==> config.mk <==
export PLATFORM = sky130hd
export DESIGN_NAME = binary_add_pipe
export DESIGN_NICKNAME = d
export VERILOG_FILES = /design/src/rtl/binary_add_pkg.sv /design/src/rtl/binary_add_pipe_add_seg.sv /design/src/rtl/binary_add_pipe.sv
export SDC_FILE = /design/constraint.sdc
export NUM_CORES = 1
export LEC_CHECK = 0
export CORE_ASPECT_RATIO = 0.7
export CORE_MARGIN = 3
export CORE_UTILIZATION = 35
export DETAILED_ROUTE_END_ITERATION = 16
export SLEW_MARGIN = 20
export SYNTH_ARGS = -nofsm -noshare
export SYNTH_HDL_FRONTEND = slang
export SYNTH_SLANG_ARGS = --single-unit
==> constraint.sdc <==
create_clock -name clk -period 3.5 [get_ports clk]
set_clock_uncertainty 0.1 [all_clocks]
set_input_delay 0.525 -clock clk [delete_from_list [all_inputs] [get_ports clk]]
set_output_delay 0.525 -clock clk [all_outputs]
set_load 0.02 [all_outputs]
==> src/rtl/binary_add_pkg.sv <==
// ---------------------------------------------------------------------------
// binary_add_pkg
//   Shared constants and helpers for the pipelined adder/subtractor.
//   OP_ADD / OP_SUB : encodings of the op input.
//   seg_width()     : bits handled per pipeline stage, ceil(width / stages).
// ---------------------------------------------------------------------------
package binary_add_pkg;

  localparam logic OP_ADD = 1'b0;
  localparam logic OP_SUB = 1'b1;

  function automatic int seg_width(input int width, input int stages);
    return (width + stages - 1) / stages;
  endfunction

endpackage

==> src/rtl/binary_add_pipe_add_seg.sv <==
// ---------------------------------------------------------------------------
// fa_cell : one-bit full adder.
//   a_i, b_i, ci_i -> s_o (sum), co_o (carry out)
//
// add_seg #(W) : combinational W-bit ripple adder built from fa_cell.
//   a_i, b_i [W-1:0], cin_i -> s_o [W-1:0], cout_o (carry out of bit W-1),
//   c_msb_in_o (carry into bit W-1, used for signed overflow).
// ---------------------------------------------------------------------------
module fa_cell (
  input  logic a_i,
  input  logic b_i,
  input  logic ci_i,
  output logic s_o,
  output logic co_o
);
  assign s_o  = a_i ^ b_i ^ ci_i;
  assign co_o = (a_i & b_i) | (ci_i & (a_i ^ b_i));
endmodule

module add_seg #(
  parameter int W = 1
) (
  input  logic [W-1:0] a_i,
  input  logic [W-1:0] b_i,
  input  logic         cin_i,
  output logic [W-1:0] s_o,
  output logic         cout_o,
  output logic         c_msb_in_o
);
  logic [W:0] carry;

  assign carry[0] = cin_i;

  for (genvar gi = 0; gi < W; gi++) begin : g_bit
    fa_cell u_fa (
      .a_i (a_i[gi]),
      .b_i (b_i[gi]),
      .ci_i(carry[gi]),
      .s_o (s_o[gi]),
      .co_o(carry[gi+1])
    );
  end

  assign cout_o     = carry[W];
  assign c_msb_in_o = carry[W-1];
endmodule

==> src/rtl/binary_add_pipe.sv <==
// ---------------------------------------------------------------------------
// binary_add_pipe
//   Pipelined two's-complement adder/subtractor with valid/ready handshake.
//   The carry chain is cut into STAGES segments of seg_width() bits; each
//   stage adds its slice and forwards the carry plus the remaining operand
//   bits and the finished low sum bits to the next stage.
//
//   Ports:
//     clk, rst_n            clock, asynchronous active-low reset
//     in_valid / in_ready   operand handshake
//     a, b [WIDTH]          operands
//     op                    OP_ADD: a+b+cin, OP_SUB: a-b-cin
//     cin                   carry-in / borrow-in
//     out_valid / out_ready result handshake
//     sum [WIDTH]           result modulo 2^WIDTH
//     cout                  raw carry out of the MSB (sub: 1 = no borrow)
//     ovf                   signed overflow
// ---------------------------------------------------------------------------
module binary_add_pipe
  import binary_add_pkg::*;
#(
  parameter int WIDTH  = 13,
  parameter int STAGES = 2
) (
  input  logic             clk,
  input  logic             rst_n,
  input  logic             in_valid,
  output logic             in_ready,
  input  logic [WIDTH-1:0] a,
  input  logic [WIDTH-1:0] b,
  input  logic             op,
  input  logic             cin,
  output logic             out_valid,
  input  logic             out_ready,
  output logic [WIDTH-1:0] sum,
  output logic             cout,
  output logic             ovf
);

  localparam int SEG = seg_width(WIDTH, STAGES);

  // Whole pipeline moves as one; a stalled output freezes everything.
  logic adv;

  // Per-stage register outputs, indexed by stage.
  logic             st_v [STAGES];
  logic             st_c [STAGES];
  logic             st_m [STAGES];   // carry into bit WIDTH-1, once known
  logic [WIDTH-1:0] st_s [STAGES];
  logic [WIDTH-1:0] st_a [STAGES];
  logic [WIDTH-1:0] st_b [STAGES];

  // Subtraction folds into addition: a + ~b + ~borrow.
  logic [WIDTH-1:0] b_eff;
  logic             c_eff;

  assign b_eff = (op == OP_SUB) ? ~b : b;
  assign c_eff = (op == OP_SUB) ? ~cin : cin;

  assign adv      = !out_valid || out_ready;
  assign in_ready = adv;

  for (genvar gi = 0; gi < STAGES; gi++) begin : g_stage
    localparam int LO = gi * SEG;
    localparam int HI = (LO + SEG > WIDTH) ? WIDTH : LO + SEG;
    localparam int SW = (HI > LO) ? HI - LO : 0;

    logic             v_in;
    logic             c_in;
    logic             m_in;
    logic [WIDTH-1:0] a_in;
    logic [WIDTH-1:0] b_in;
    logic [WIDTH-1:0] s_in;

    logic             c_d;
    logic             m_d;
    logic [WIDTH-1:0] s_d;

    logic             v_q;
    logic             c_q;
    logic             m_q;
    logic [WIDTH-1:0] s_q;

    // Operand bits below LO are already consumed; only the slice is used.
    logic unused_bits;
    assign unused_bits = ^{a_in, b_in};

    if (gi == 0) begin : g_src_in
      assign v_in = in_valid;
      assign c_in = c_eff;
      assign m_in = 1'b0;
      assign a_in = a;
      assign b_in = b_eff;
      assign s_in = '0;
    end else begin : g_src_prev
      assign v_in = st_v[gi-1];
      assign c_in = st_c[gi-1];
      assign m_in = st_m[gi-1];
      assign a_in = st_a[gi-1];
      assign b_in = st_b[gi-1];
      assign s_in = st_s[gi-1];
    end

    if (SW > 0) begin : g_add
      logic [SW-1:0] seg_s;
      logic          seg_c;
      logic          seg_m;

      add_seg #(.W(SW)) u_seg (
        .a_i       (a_in[LO +: SW]),
        .b_i       (b_in[LO +: SW]),
        .cin_i     (c_in),
        .s_o       (seg_s),
        .cout_o    (seg_c),
        .c_msb_in_o(seg_m)
      );

      always_comb begin
        s_d           = s_in;
        s_d[LO +: SW] = seg_s;
      end
      assign c_d = seg_c;
      // Only the segment holding the MSB knows the carry into it.
      assign m_d = (HI == WIDTH) ? seg_m : m_in;
    end else begin : g_pass
      // Trailing stage with no bits left when SEG*STAGES overshoots WIDTH.
      assign s_d = s_in;
      assign c_d = c_in;
      assign m_d = m_in;
    end

    always_ff @(posedge clk or negedge rst_n) begin
      if (!rst_n) begin
        v_q <= 1'b0;
        c_q <= 1'b0;
        m_q <= 1'b0;
        s_q <= '0;
      end else if (adv) begin
        v_q <= v_in;
        c_q <= c_d;
        m_q <= m_d;
        s_q <= s_d;
      end
    end

    assign st_v[gi] = v_q;
    assign st_c[gi] = c_q;
    assign st_m[gi] = m_q;
    assign st_s[gi] = s_q;

    // Operands only need to travel to stages that still have work to do.
    if (gi < STAGES - 1) begin : g_opnd
      logic [WIDTH-1:0] a_q;
      logic [WIDTH-1:0] b_q;

      always_ff @(posedge clk or negedge rst_n) begin
        if (!rst_n) begin
          a_q <= '0;
          b_q <= '0;
        end else if (adv) begin
          a_q <= a_in;
          b_q <= b_in;
        end
      end

      assign st_a[gi] = a_q;
      assign st_b[gi] = b_q;
    end else begin : g_no_opnd
      assign st_a[gi] = '0;
      assign st_b[gi] = '0;
    end
  end

  logic unused_tail;
  assign unused_tail = ^{st_a[STAGES-1], st_b[STAGES-1]};

  assign out_valid = st_v[STAGES-1];
  assign sum       = st_s[STAGES-1];
  assign cout      = st_c[STAGES-1];
  assign ovf       = st_c[STAGES-1] ^ st_m[STAGES-1];

endmodule
==> key figures <==
Power
  • Internal: 1.04 mW
  • Total power: 1.52 mW
  • Max VDD drop: 0.348 mV
  • P per Cell Area: 595 nW/um2
  • Sw power: 0.477 mW
  • Leak Pwr: 1.09 nW
  • Seq pwr share: 0.413
  • Clock network power share: 0.195
  • Power share of the combinational group: 0.392
  • Switching Fraction: 0.314

Yosys
  • Largest family of logic cells by synthesized area: multiplexers
  • Mapped Nets: 178
  • Sequential element share of the synthesized area: 0.490
  • Synth Area in Adders: 0.138
  • Synthesized area: 1890 um2
  • #FFs+latches synth: 37
  • Mux contribution to synthesized area: 0.181
  • Post-synthesis xor/xnor area fraction: 0.0695
  • Compound-Gate Fraction of Synth Area: 0.0212
  • Post-synth cell types: 14
  • Synthesized area per cell: 14.2 um2
  • Synth Area in Simple Gates: 0.0424
  • Mapped Cells: 133
  • YS warnings: 0

Placement
  • Cell Area, Placed: 2440 um2
  • DP Worst Slack: -0.782 ns
  • Hpwl dp: 2.60 mm
  • Inst Count DP: 245
  • Gp weighted congestion: 0.694
  • I/O Buffers: 48

Timing
  • Final Max Tran Viols: 0
  • Max Clk Rate: 284 MHz
  • Final period utilization: 1.00
  • RSZ-0062 raised after global routing: yes
  • Final setup violation count: 1
  • Slew margin rel.: 0.448
  • Final setup TNS: -0.0160 ns
  • Worst slew pin tran: 0.828 ns
  • Fin crit period: 3.52 ns
  • Final Hold Viols: 0
  • Hold Slack: 0.234 ns
  • Final worst setup slack: -0.0160 ns

Run status
  • Status: finished, violations left
  • Failing checks: negative setup slack

Routing
  • Iter 0 DRT Violations: 33
  • Final ANT Viol Nets: 0
  • Drt drc: 0
  • Vias per cell: 4.52
  • First drt pass iteration count: 4
  • Drt total wl: 3.54 mm
  • DR vias: 1,138
  • WL/cell: 14.0 um

Setup path
  • RR Endpoint: sum[12]
  • Setup crit start kind: primary input
  • Buf/Inv on CP: 2
  • Slowest CP cell: fa_2
  • R2R setup slack: 0.21 ns
  • CP max FO: 1
  • CP Data Arrival Time: 3.58 ns
  • Worst path depth: 11
  • Crit-path leading delay family: adder cells
  • Crit path top cell by count: fa_2
  • Critical path class: primary input to flip-flop
  • Worst r2r path cells: 11
  • CP Data Required Time: 3.57 ns
  • Slowest cell delay on critical path: 0.39 ns
  • R2R Path Start: g_stage[0].c_q
  • Crit. End Element: flip-flop
  • Crit-path cells: buf_8 -> xnor2_4 -> fa_2 -> fa_2 -> fa_2 -> fa_2 -> fa_2 -> fa_2 -> inv_2 -> fa_1 -> mux2_4

Run
  • Max-cap violations: 0

Floorplanning
  • Rows: 21
  • Die Ht: 67.5 um
  • Chip Width: 93.8 um
  • Placeable Area: 4990 um2
  • Die area: 6330 um2
  • Initial Util: 0.379
  • I/O pin cnt: 49

GRT
  • Global-route wire length before repair: 6.04 mm
  • GR Overflow Total: 0
  • Initial antenna violation count: 0
  • Vias in the first global route: 1,270
  • Gr usage total: 0.128
  • Largest net degree at the start of global routing: 38

Clock tree
  • CTS tree: yes
  • CTS Buf Count: 5
  • Clk pin slew, worst setup/hold paths: 0.07 ns
  • # hold bufs at CTS: 0
  • CTS Buffer Depth: 2
  • Htree depth: 2
  • Skew-Pair Late Insertion Delay: 0.28 ns
  • CTS Sinks: 37
  • Root buf cell: clkbuf_8

Finish
  • Final Cell Area: 2550 um2
  • Most frequent cells in the layout: clkdlybuf4s50_1 (43), dfrtp_1 (37), mux2_2 (18)
  • Layout cells sized above 1: 0.268
  • Ant. Diodes: 0
  • Final Util: 0.511
  • Final net count: 228
  • Syn-to-layout area delta: 35.0%
  • Commonest non-fill, non-tap cell in the layout: clkdlybuf4s50_1
  • Finished Layout Cells: 252

Worst hold path
  • Hold WC Path Type: primary input to asynchronous set/reset pin
==> timing repair <==
| item | CTS | global route |
|---|---|---|
| pin swaps | 9 | 6 |
| resized for setup | 21 | 2 |
| endpoints found under the setup margin | 3 | 3 |
| endpoints found under the hold margin | 0 | 0 |
| setup buffers | 0 | 0 |
==> cells in the mapped netlist (all sizes together) <==
cell type,number,share of area
mux2i,2,0.011
mux2,26,0.17
xnor2,9,0.042
xor2,6,0.028
nand2b,2,0.011
buf,7,0.028
dfrtp,37,0.49
a21oi,8,0.021
nor3b,8,0.032
fa,13,0.14
inv,15,0.030
==> cells by family after synthesis <==
family	count (synthesis)
XOR/XNOR	15
AND/OR/NAND/NOR	10
buffers and inverters	22
multiplexers	28
flip-flops	37
AO/OA/AOI/OAI	8
adder cells (fa/ha/maj)	13
==> worst register-to-register path: stages (launching register included) <==
cell and delay [ns]:
dfrtp_1 0.38, inv_1 0.08, fa_1 0.19, inv_1 0.07, fa_1 0.45, fa_2 0.42
fa_1 0.42, inv_1 0.09, fa_1 0.17, inv_1 0.07, fa_1 0.48, mux2_4 0.27
==> cell type report <==
cell class | count | area, um2
fill | 433 | 2440
sequential | 37 | 926
multi-input combinational | 74 | 898
timing repair buffer | 50 | 499
clock buffer | 7 | 86.3
tap | 69 | 86.3
inverter | 15 | 56.3
==> state kept, by name (all words and copies together), names as in the netlist <==
register	cells
g_stage.s_q	7
cout	1
g_stage.g_opnd.b_q	6
out_valid	1
g_stage.c_q	1
g_stage.v_q	1
g_stage.g_opnd.a_q	6
sum	13
g_stage.m_q	1
==> per-layer routing <==
metal / track usage / part of all wire / vias to the layer above
met2: 0.202 / 0.49 / 27
met3: 0.0390 / 0.054 / 7
li1: - / - / 524
met4: 0.0432 / 0.012 / 0
met5: 0 / 0 / -
met1: 0.169 / 0.44 / 580
==> how the worst max path moves through the flow <==
| stage | from | to | slack, ns |
|---|---|---|---|
| 2_1_floorplan | op | g_stage[0].s_q[6] | -0.42 |
| 5_1_grt | cin | g_stage[0].s_q[6] | -0.06 |
| 4_1_cts | cin | g_stage[0].s_q[6] | -0.32 |
| 3_5_place_dp | op | g_stage[0].s_q[6] | -0.78 |
| 6_report | cin | g_stage[0].s_q[6] | -0.02 |
| 3_3_place_gp | op | g_stage[0].s_q[6] | -0.74 |
==> power groups by stage <==
stage / combinational, mW / clock (mW) / sequential [mW]
2_1_floorplan: 0.262 / 0 / 0.709
3_3_place_gp: 0.593 / 0 / 0.632
3_5_place_dp: 0.599 / 0 / 0.638
4_1_cts: 0.609 / 0.306 / 0.631
5_1_grt: 0.651 / 0.323 / 0.649
6_report: 0.596 / 0.296 / 0.628
Power figures use the tool's default switching activity.
